## config.mk

```make
export PLATFORM = sky130hd
export DESIGN_NAME = traffic_demand_timer
export DESIGN_NICKNAME = d
export VERILOG_FILES = /design/src/rtl/traffic_pkg.sv /design/src/rtl/sensor_pulse_counter.sv /design/src/rtl/traffic_demand_timer.sv
export SDC_FILE = /design/constraint.sdc
export NUM_CORES = 1
export LEC_CHECK = 0
export ABC_CLOCK_PERIOD_IN_PS = 1600
export BUFFER_PORTS_ARGS = -buffer_cell sky130_fd_sc_hd__buf_2
export CORE_UTILIZATION = 55
export DETAILED_ROUTE_END_ITERATION = 7
export GPL_TIMING_DRIVEN = 0
export PLACE_DENSITY_LB_ADDON = 0.15
export SLEW_MARGIN = 10
export SYNTH_ARGS = -nofsm -noshare
export SYNTH_HDL_FRONTEND = slang
export SYNTH_SLANG_ARGS = --single-unit
```

## constraint.sdc

```tcl
create_clock -name clk -period 1.6 [get_ports clk]
set_input_delay 0.32 -clock clk [delete_from_list [all_inputs] [get_ports clk]]
set_output_delay 0.32 -clock clk [all_outputs]
set_load 0.01 [all_outputs]
```

## src/rtl/traffic_pkg.sv

```systemverilog
// Shared definitions for the crossroads timing planner: lamp codes, FSM states, widths.
package traffic_pkg;

  localparam int unsigned DUR_W = 8;
  localparam int unsigned CNT_W = 8;

  localparam logic [2:0] LAMP_G = 3'b100;
  localparam logic [2:0] LAMP_Y = 3'b010;
  localparam logic [2:0] LAMP_R = 3'b001;

  typedef enum logic [1:0] {
    ACCUM  = 2'd0,
    CALC   = 2'd1,
    COMMIT = 2'd2
  } fsm_state_e;

  // Green durations handed to the light controller as one payload.
  typedef struct packed {
    logic [DUR_W-1:0] ca;
    logic [DUR_W-1:0] cb;
  } dur_pair_t;

  // True only when both roads show exactly the red code; illegal codes are not all-red.
  function automatic logic is_all_red(input logic [2:0] lamp_a, input logic [2:0] lamp_b);
    return (lamp_a == LAMP_R) && (lamp_b == LAMP_R);
  endfunction

endpackage

```

## src/rtl/sensor_pulse_counter.sv

```systemverilog
// One road's loop sensor: synchroniser, rising-edge detect, holdoff and saturating count.
module sensor_pulse_counter
  import traffic_pkg::*;
#(
  parameter int unsigned HOLDOFF = 4
) (
  input  logic             clk,
  input  logic             rst,
  input  logic             i_sensor,
  input  logic             i_snap,
  output logic [CNT_W-1:0] o_count
);

  localparam int unsigned      HO_W    = (HOLDOFF > 1) ? $clog2(HOLDOFF) : 1;
  localparam logic [HO_W-1:0]  HO_LOAD = HO_W'(HOLDOFF - 1);
  localparam logic [CNT_W-1:0] CNT_MAX = '1;

  logic [1:0]       r_sync;
  logic             r_prev;
  logic [HO_W-1:0]  r_timer;
  logic [CNT_W-1:0] r_count;
  logic             w_edge;
  logic             w_take;

  assign w_edge  = r_sync[1] & ~r_prev;
  assign w_take  = w_edge && (r_timer == '0);
  assign o_count = r_count;

  // Two-flop synchroniser plus delayed copy for edge detection.
  always_ff @(posedge clk or negedge rst) begin
    if (!rst) begin
      r_sync <= 2'b00;
      r_prev <= 1'b0;
    end else begin
      r_sync <= {r_sync[0], i_sensor};
      r_prev <= r_sync[1];
    end
  end

  // Holdoff timer: reloaded by a counted edge, then runs down to zero.
  always_ff @(posedge clk or negedge rst) begin
    if (!rst) begin
      r_timer <= '0;
    end else if (w_take) begin
      r_timer <= HO_LOAD;
    end else if (r_timer != '0) begin
      r_timer <= r_timer - HO_W'(1);
    end
  end

  // Saturating count; a snapshot clears it, keeping an edge taken in that same clock.
  always_ff @(posedge clk or negedge rst) begin
    if (!rst) begin
      r_count <= '0;
    end else if (i_snap) begin
      r_count <= w_take ? CNT_W'(1) : '0;
    end else if (w_take && (r_count != CNT_MAX)) begin
      r_count <= r_count + CNT_W'(1);
    end
  end

endmodule

```

## src/rtl/traffic_demand_timer.sv

```systemverilog
// Demand-based green duration planner; commits new CA/CB only on entry into all-red.
module traffic_demand_timer
  import traffic_pkg::*;
#(
  parameter int unsigned MIN_G   = 8,
  parameter int unsigned MAX_G   = 60,
  parameter int unsigned STEP    = 2,
  parameter int unsigned DEF_A   = 20,
  parameter int unsigned DEF_B   = 20,
  parameter int unsigned HOLDOFF = 4
) (
  input  logic             clk,
  input  logic             rst,
  input  logic             sa,
  input  logic             sb,
  input  logic             mode,
  input  logic [2:0]       la,
  input  logic [2:0]       lb,
  output logic [DUR_W-1:0] ca,
  output logic [DUR_W-1:0] cb,
  output logic             upd
);

  localparam int unsigned       RAW_W     = 16;
  localparam logic [RAW_W-1:0]  RAW_MIN   = RAW_W'(MIN_G);
  localparam logic [RAW_W-1:0]  RAW_STEP  = RAW_W'(STEP);
  localparam logic [RAW_W-1:0]  RAW_MAX   = RAW_W'(MAX_G);
  localparam logic [DUR_W-1:0]  DUR_MAX   = DUR_W'(MAX_G);
  localparam logic [DUR_W-1:0]  DUR_DEF_A = DUR_W'(DEF_A);
  localparam logic [DUR_W-1:0]  DUR_DEF_B = DUR_W'(DEF_B);

  fsm_state_e       r_state;
  fsm_state_e       w_state_nxt;
  logic             w_snap;
  logic             w_calc;
  logic             w_commit;
  logic             w_rr;
  logic             r_rr_q;
  logic             w_rr_rise;
  logic [CNT_W-1:0] w_cnt_a;
  logic [CNT_W-1:0] w_cnt_b;
  logic [CNT_W-1:0] r_na;
  logic [CNT_W-1:0] r_nb;
  logic [RAW_W-1:0] r_raw_a;
  logic [RAW_W-1:0] r_raw_b;
  dur_pair_t        r_dur;
  logic             r_upd;

  function automatic logic [DUR_W-1:0] clamp_dur(input logic [RAW_W-1:0] raw);
    return (raw > RAW_MAX) ? DUR_MAX : raw[DUR_W-1:0];
  endfunction

  sensor_pulse_counter #(.HOLDOFF(HOLDOFF)) u_sens_a (
    .clk      (clk),
    .rst      (rst),
    .i_sensor (sa),
    .i_snap   (w_snap),
    .o_count  (w_cnt_a)
  );

  sensor_pulse_counter #(.HOLDOFF(HOLDOFF)) u_sens_b (
    .clk      (clk),
    .rst      (rst),
    .i_sensor (sb),
    .i_snap   (w_snap),
    .o_count  (w_cnt_b)
  );

  assign w_rr      = is_all_red(la, lb);
  assign w_rr_rise = w_rr & ~r_rr_q;
  assign ca        = r_dur.ca;
  assign cb        = r_dur.cb;
  assign upd       = r_upd;

  // All-red history for rising-edge detection.
  always_ff @(posedge clk or negedge rst) begin
    if (!rst) begin
      r_rr_q <= 1'b0;
    end else begin
      r_rr_q <= w_rr;
    end
  end

  // FSM state register.
  always_ff @(posedge clk or negedge rst) begin
    if (!rst) begin
      r_state <= ACCUM;
    end else begin
      r_state <= w_state_nxt;
    end
  end

  // Next state and datapath strobes; all-red entries outside ACCUM are ignored.
  always_comb begin
    w_state_nxt = r_state;
    w_snap      = 1'b0;
    w_calc      = 1'b0;
    w_commit    = 1'b0;
    case (r_state)
      ACCUM: begin
        if (w_rr_rise) begin
          w_snap      = 1'b1;
          w_state_nxt = CALC;
        end
      end
      CALC: begin
        w_calc      = 1'b1;
        w_state_nxt = COMMIT;
      end
      COMMIT: begin
        w_commit    = 1'b1;
        w_state_nxt = ACCUM;
      end
      default: begin
        w_state_nxt = ACCUM;
      end
    endcase
  end

  // Snapshot of the window counts taken as the counters clear.
  always_ff @(posedge clk or negedge rst) begin
    if (!rst) begin
      r_na <= '0;
      r_nb <= '0;
    end else if (w_snap) begin
      r_na <= w_cnt_a;
      r_nb <= w_cnt_b;
    end
  end

  // Unclamped durations; 16 bits covers MIN_G + STEP*255 without overflow.
  always_ff @(posedge clk or negedge rst) begin
    if (!rst) begin
      r_raw_a <= '0;
      r_raw_b <= '0;
    end else if (w_calc) begin
      r_raw_a <= RAW_MIN + RAW_STEP * RAW_W'(r_na);
      r_raw_b <= RAW_MIN + RAW_STEP * RAW_W'(r_nb);
    end
  end

  // Output durations change only in COMMIT, which is always inside all-red.
  always_ff @(posedge clk or negedge rst) begin
    if (!rst) begin
      r_dur.ca <= DUR_DEF_A;
      r_dur.cb <= DUR_DEF_B;
    end else if (w_commit) begin
      if (mode) begin
        r_dur.ca <= DUR_DEF_A;
        r_dur.cb <= DUR_DEF_B;
      end else begin
        r_dur.ca <= clamp_dur(r_raw_a);
        r_dur.cb <= clamp_dur(r_raw_b);
      end
    end
  end

  // Update strobe marks the clock in which ca/cb take their new values.
  always_ff @(posedge clk or negedge rst) begin
    if (!rst) begin
      r_upd <= 1'b0;
    end else begin
      r_upd <= w_commit;
    end
  end

endmodule

```

==> flow_summary.ini <==
[grt]
grt-ovfl-total = 0
grt_max_degree = 46
antenna_found_initial = 0
grt_pass1_wl_mm = 9.89
grt_pass1_vias = 2168
grt_use_total = 0.205

[placement]
dp_hpwl_mm = 4.10
io_buffer_count = 24
globalplace.congestion = 0.797
numPlacedInstances = 393
dpl_cell_area_sq_um = 3700

[logic_synthesis]
yosys.area.top_type = dfrtp_1
synthArstFlopShare = 1.00
yosys_warnings = 0
synth_edf_count = 0
synth.area.top_cells = dfrtp_1 (54%), mux2_4 (5.6%), mux2_2 (3.3%)
avgSynthCellArea_sq_um = 11.8
synth-seq-cells = 78
seq_area_frac_synth = 0.566
synthCells = 292
synth_top_area_frac = 0.535
netlist_area_sq_um = 3460
yosysUniqueCellTypes = 50
ys.flop_type = dfrtp_1

[floorplan]
rows = 28
dieArea_sq_um = 6610
fp.dieH_um = 81.3
initial_core_util = 0.577
ios = 28
die_x_um = 81.3
core_sq_um = 5990

[pwr]
p_comb_frac = 0.241
switching_share = 0.320
clock_power_share = 0.226
power_w = 0.00565
p_seq_frac = 0.533
cellLeakagePower_nw = 1.88
ir_drop_v = 0.000867
power_density_nw_per_um2 = 1440
p_sw_w = 0.00181
intPower_w = 0.00384

[critical_path]
worstSetupStartpointType = register
path_common_cell = o211ai_1
critPathBufInv = 1
cpMaxStageDelayCell = dfrtp_1
timing.rr.start = u_sens_a.r_timer[0]
crit_chain = inv_1 > ha_2 > and3b_2 > o211ai_1 > o211ai_1 > o31ai_1
crit_family = compound AO/OA/AOI/OAI gates
required_ns = 1.82
cp-startpoint = u_sens_a.r_timer[0]
cp-end-kind = register
cp.arrival_ns = 1.71
slowest_delay_ns = 0.39
path_max_fanout = 4
critPathKind = register to register

[cells_and_area]
design_area_sq_um = 3930
stdcell_count = 412
drive_gt1_frac = 0.285
area_delta_synth_final_pct = 13.5
post-route-util = 0.655
diodes = 0
layout.nets = 349

[timing]
worst_clock_skew_ns = 0.00587
period_needed_ns = 1.49
setup_viol = 0
fmax_mhz = 671
maxSlewViolCount = 0
period_share = 0.931
final_hold_viol_count = 0
fin_tns_setup_ns = 0
rsz0062_at_grt = yes

[clock_network]
clk_pin_slew_ns = 0.08
cts.sinks = 78
clockBufferDepth = 2
cts_buffers = 9
cts_tree = built
clk_latency_ns = 0.35
root_buffer = clkbuf_8
cts_max_level = 3

[detailed_routing]
vias_per_cell = 5.30
drt_iter0_drc = 80
detail-route-antenna-nets = 0
first_pass_iters = 6
routed_wl_mm = 5.65
vias = 2185
remaining_drc_errors = 0
wire_per_inst_um = 13.7

[outcome]
outcome = finished, final reports clean

[worst_hold_path]
hp-start = sb
hold_class = input port to register

[flow_run]
drv_cap = 0
[what timing repair did]
item                                    4_1_cts  5_1_grt
hold endpoints to repair                     33        0
hold buffers                                  1        0
endpoints found under the setup margin        0        5
buffers inserted                              0        2
gates resized for setup                       0        8
[cells in the mapped netlist (6+ instances only)]
library cell  instances
xor2_1                6
mux2_2               10
ha_1                  6
o21ai_0              17
inv_1                10
dfrtp_1              74
nand3_1              10
nor3_1                7
a21oi_1               7
o31ai_1               7
nand2_1              28
mux2_4               13
nor2_1               20
[final timing paths]
check | to | depth (start not counted) | slack [ns]
worst min register to register | u_sens_a.r_sync[1] | 0 | 0.35
min in group asynchronous | ca[6] | 2 | 0.45
max in group asynchronous | ca[2] | 3 | 0.52
worst max-delay path | u_sens_a.o_count[5] | 6 | 0.11
worst min-delay path | u_sens_b.r_sync[0] | 1 | 0.07
worst max register to register | u_sens_a.o_count[5] | 6 | 0.11
[power groups by stage]
| stage | Clock (W) | Sequential, W | Combinational (W) |
|---|---|---|---|
| 3_5_place_dp | 0 | 0.00305 | 0.00135 |
| 2_1_floorplan | 0 | 0.00293 | 0.00104 |
| 4_1_cts | 0.00130 | 0.00301 | 0.00136 |
| 5_1_grt | 0.00140 | 0.00310 | 0.00157 |
| 6_report | 0.00128 | 0.00301 | 0.00136 |
| 3_3_place_gp | 0 | 0.00301 | 0.00129 |
[metal layers]
metal | part of all wire | track usage
met1 | 0.47 | 0.249
met3 | 0.023 | 0.0404
met5 | 0 | 0
met4 | 0.025 | 0.118
met2 | 0.48 | 0.338
[area by class of cell]
| cell class | count | area [sq um] |
|---|---|---|
| clock buffer | 12 | 145 |
| tap | 75 | 93.8 |
| buffer | 13 | 96.3 |
| inverter | 10 | 37.5 |
| sequential | 78 | 1960 |
| multi-input combinational | 192 | 1410 |
| timing repair buffer | 28 | 168 |
| clock inverter | 4 | 22.5 |
| fill | 463 | 2070 |
[stage by stage]
stage | hold WS (ns) | worst slack [ns]
2_1_floorplan | 0.0244 | 0.216
3_3_place_gp | 0.337 | -0.292
3_5_place_dp | 0.293 | 0.0671
4_1_cts | 0.0619 | 0.0612
5_1_grt | 0.0548 | -0.00939
6_report | 0.0714 | 0.110
[cells in the final DEF, fill, tap and decap left out, types with 5 or more instances in the layout]
master and n:
buf_2 26, nand3_1 10, nor3_1 5, o21ai_0 17, a21oi_1 7, xnor2_1 5, mux2_4 13, nand4_1 5
clkbuf_8 10, o31ai_1 7, nand2_1 28, xor2_1 6, dfrtp_1 74, ha_1 5, inv_1 10, nor2_1 20
mux2_2 10, buf_4 5
[state kept, by name (all words and copies together) (netlist names), 2 cells and up]
| name | flops |
|---|---|
| ca | 7 |
| cb | 7 |
| r_na | 8 |
| r_nb | 8 |
| r_raw_a | 9 |
| r_raw_b | 9 |
| r_state | 2 |
| u_sens_a.o_count | 8 |
| u_sens_a.r_sync | 2 |
| u_sens_a.r_timer | 2 |
| u_sens_b.o_count | 8 |
| u_sens_b.r_sync | 2 |
| u_sens_b.r_timer | 2 |
[kinds of logic after synthesis]
logic type / synth area share
other: 0.00108
multiplexers: 0.101
buffers and inverters: 0.0380
XOR/XNOR: 0.0278
adder cells (fa/ha/maj): 0.0217
AND/OR/NAND/NOR: 0.148
flip-flops: 0.566
AO/OA/AOI/OAI: 0.0969
No activity file was read; power rests on OpenSTA's default activity.
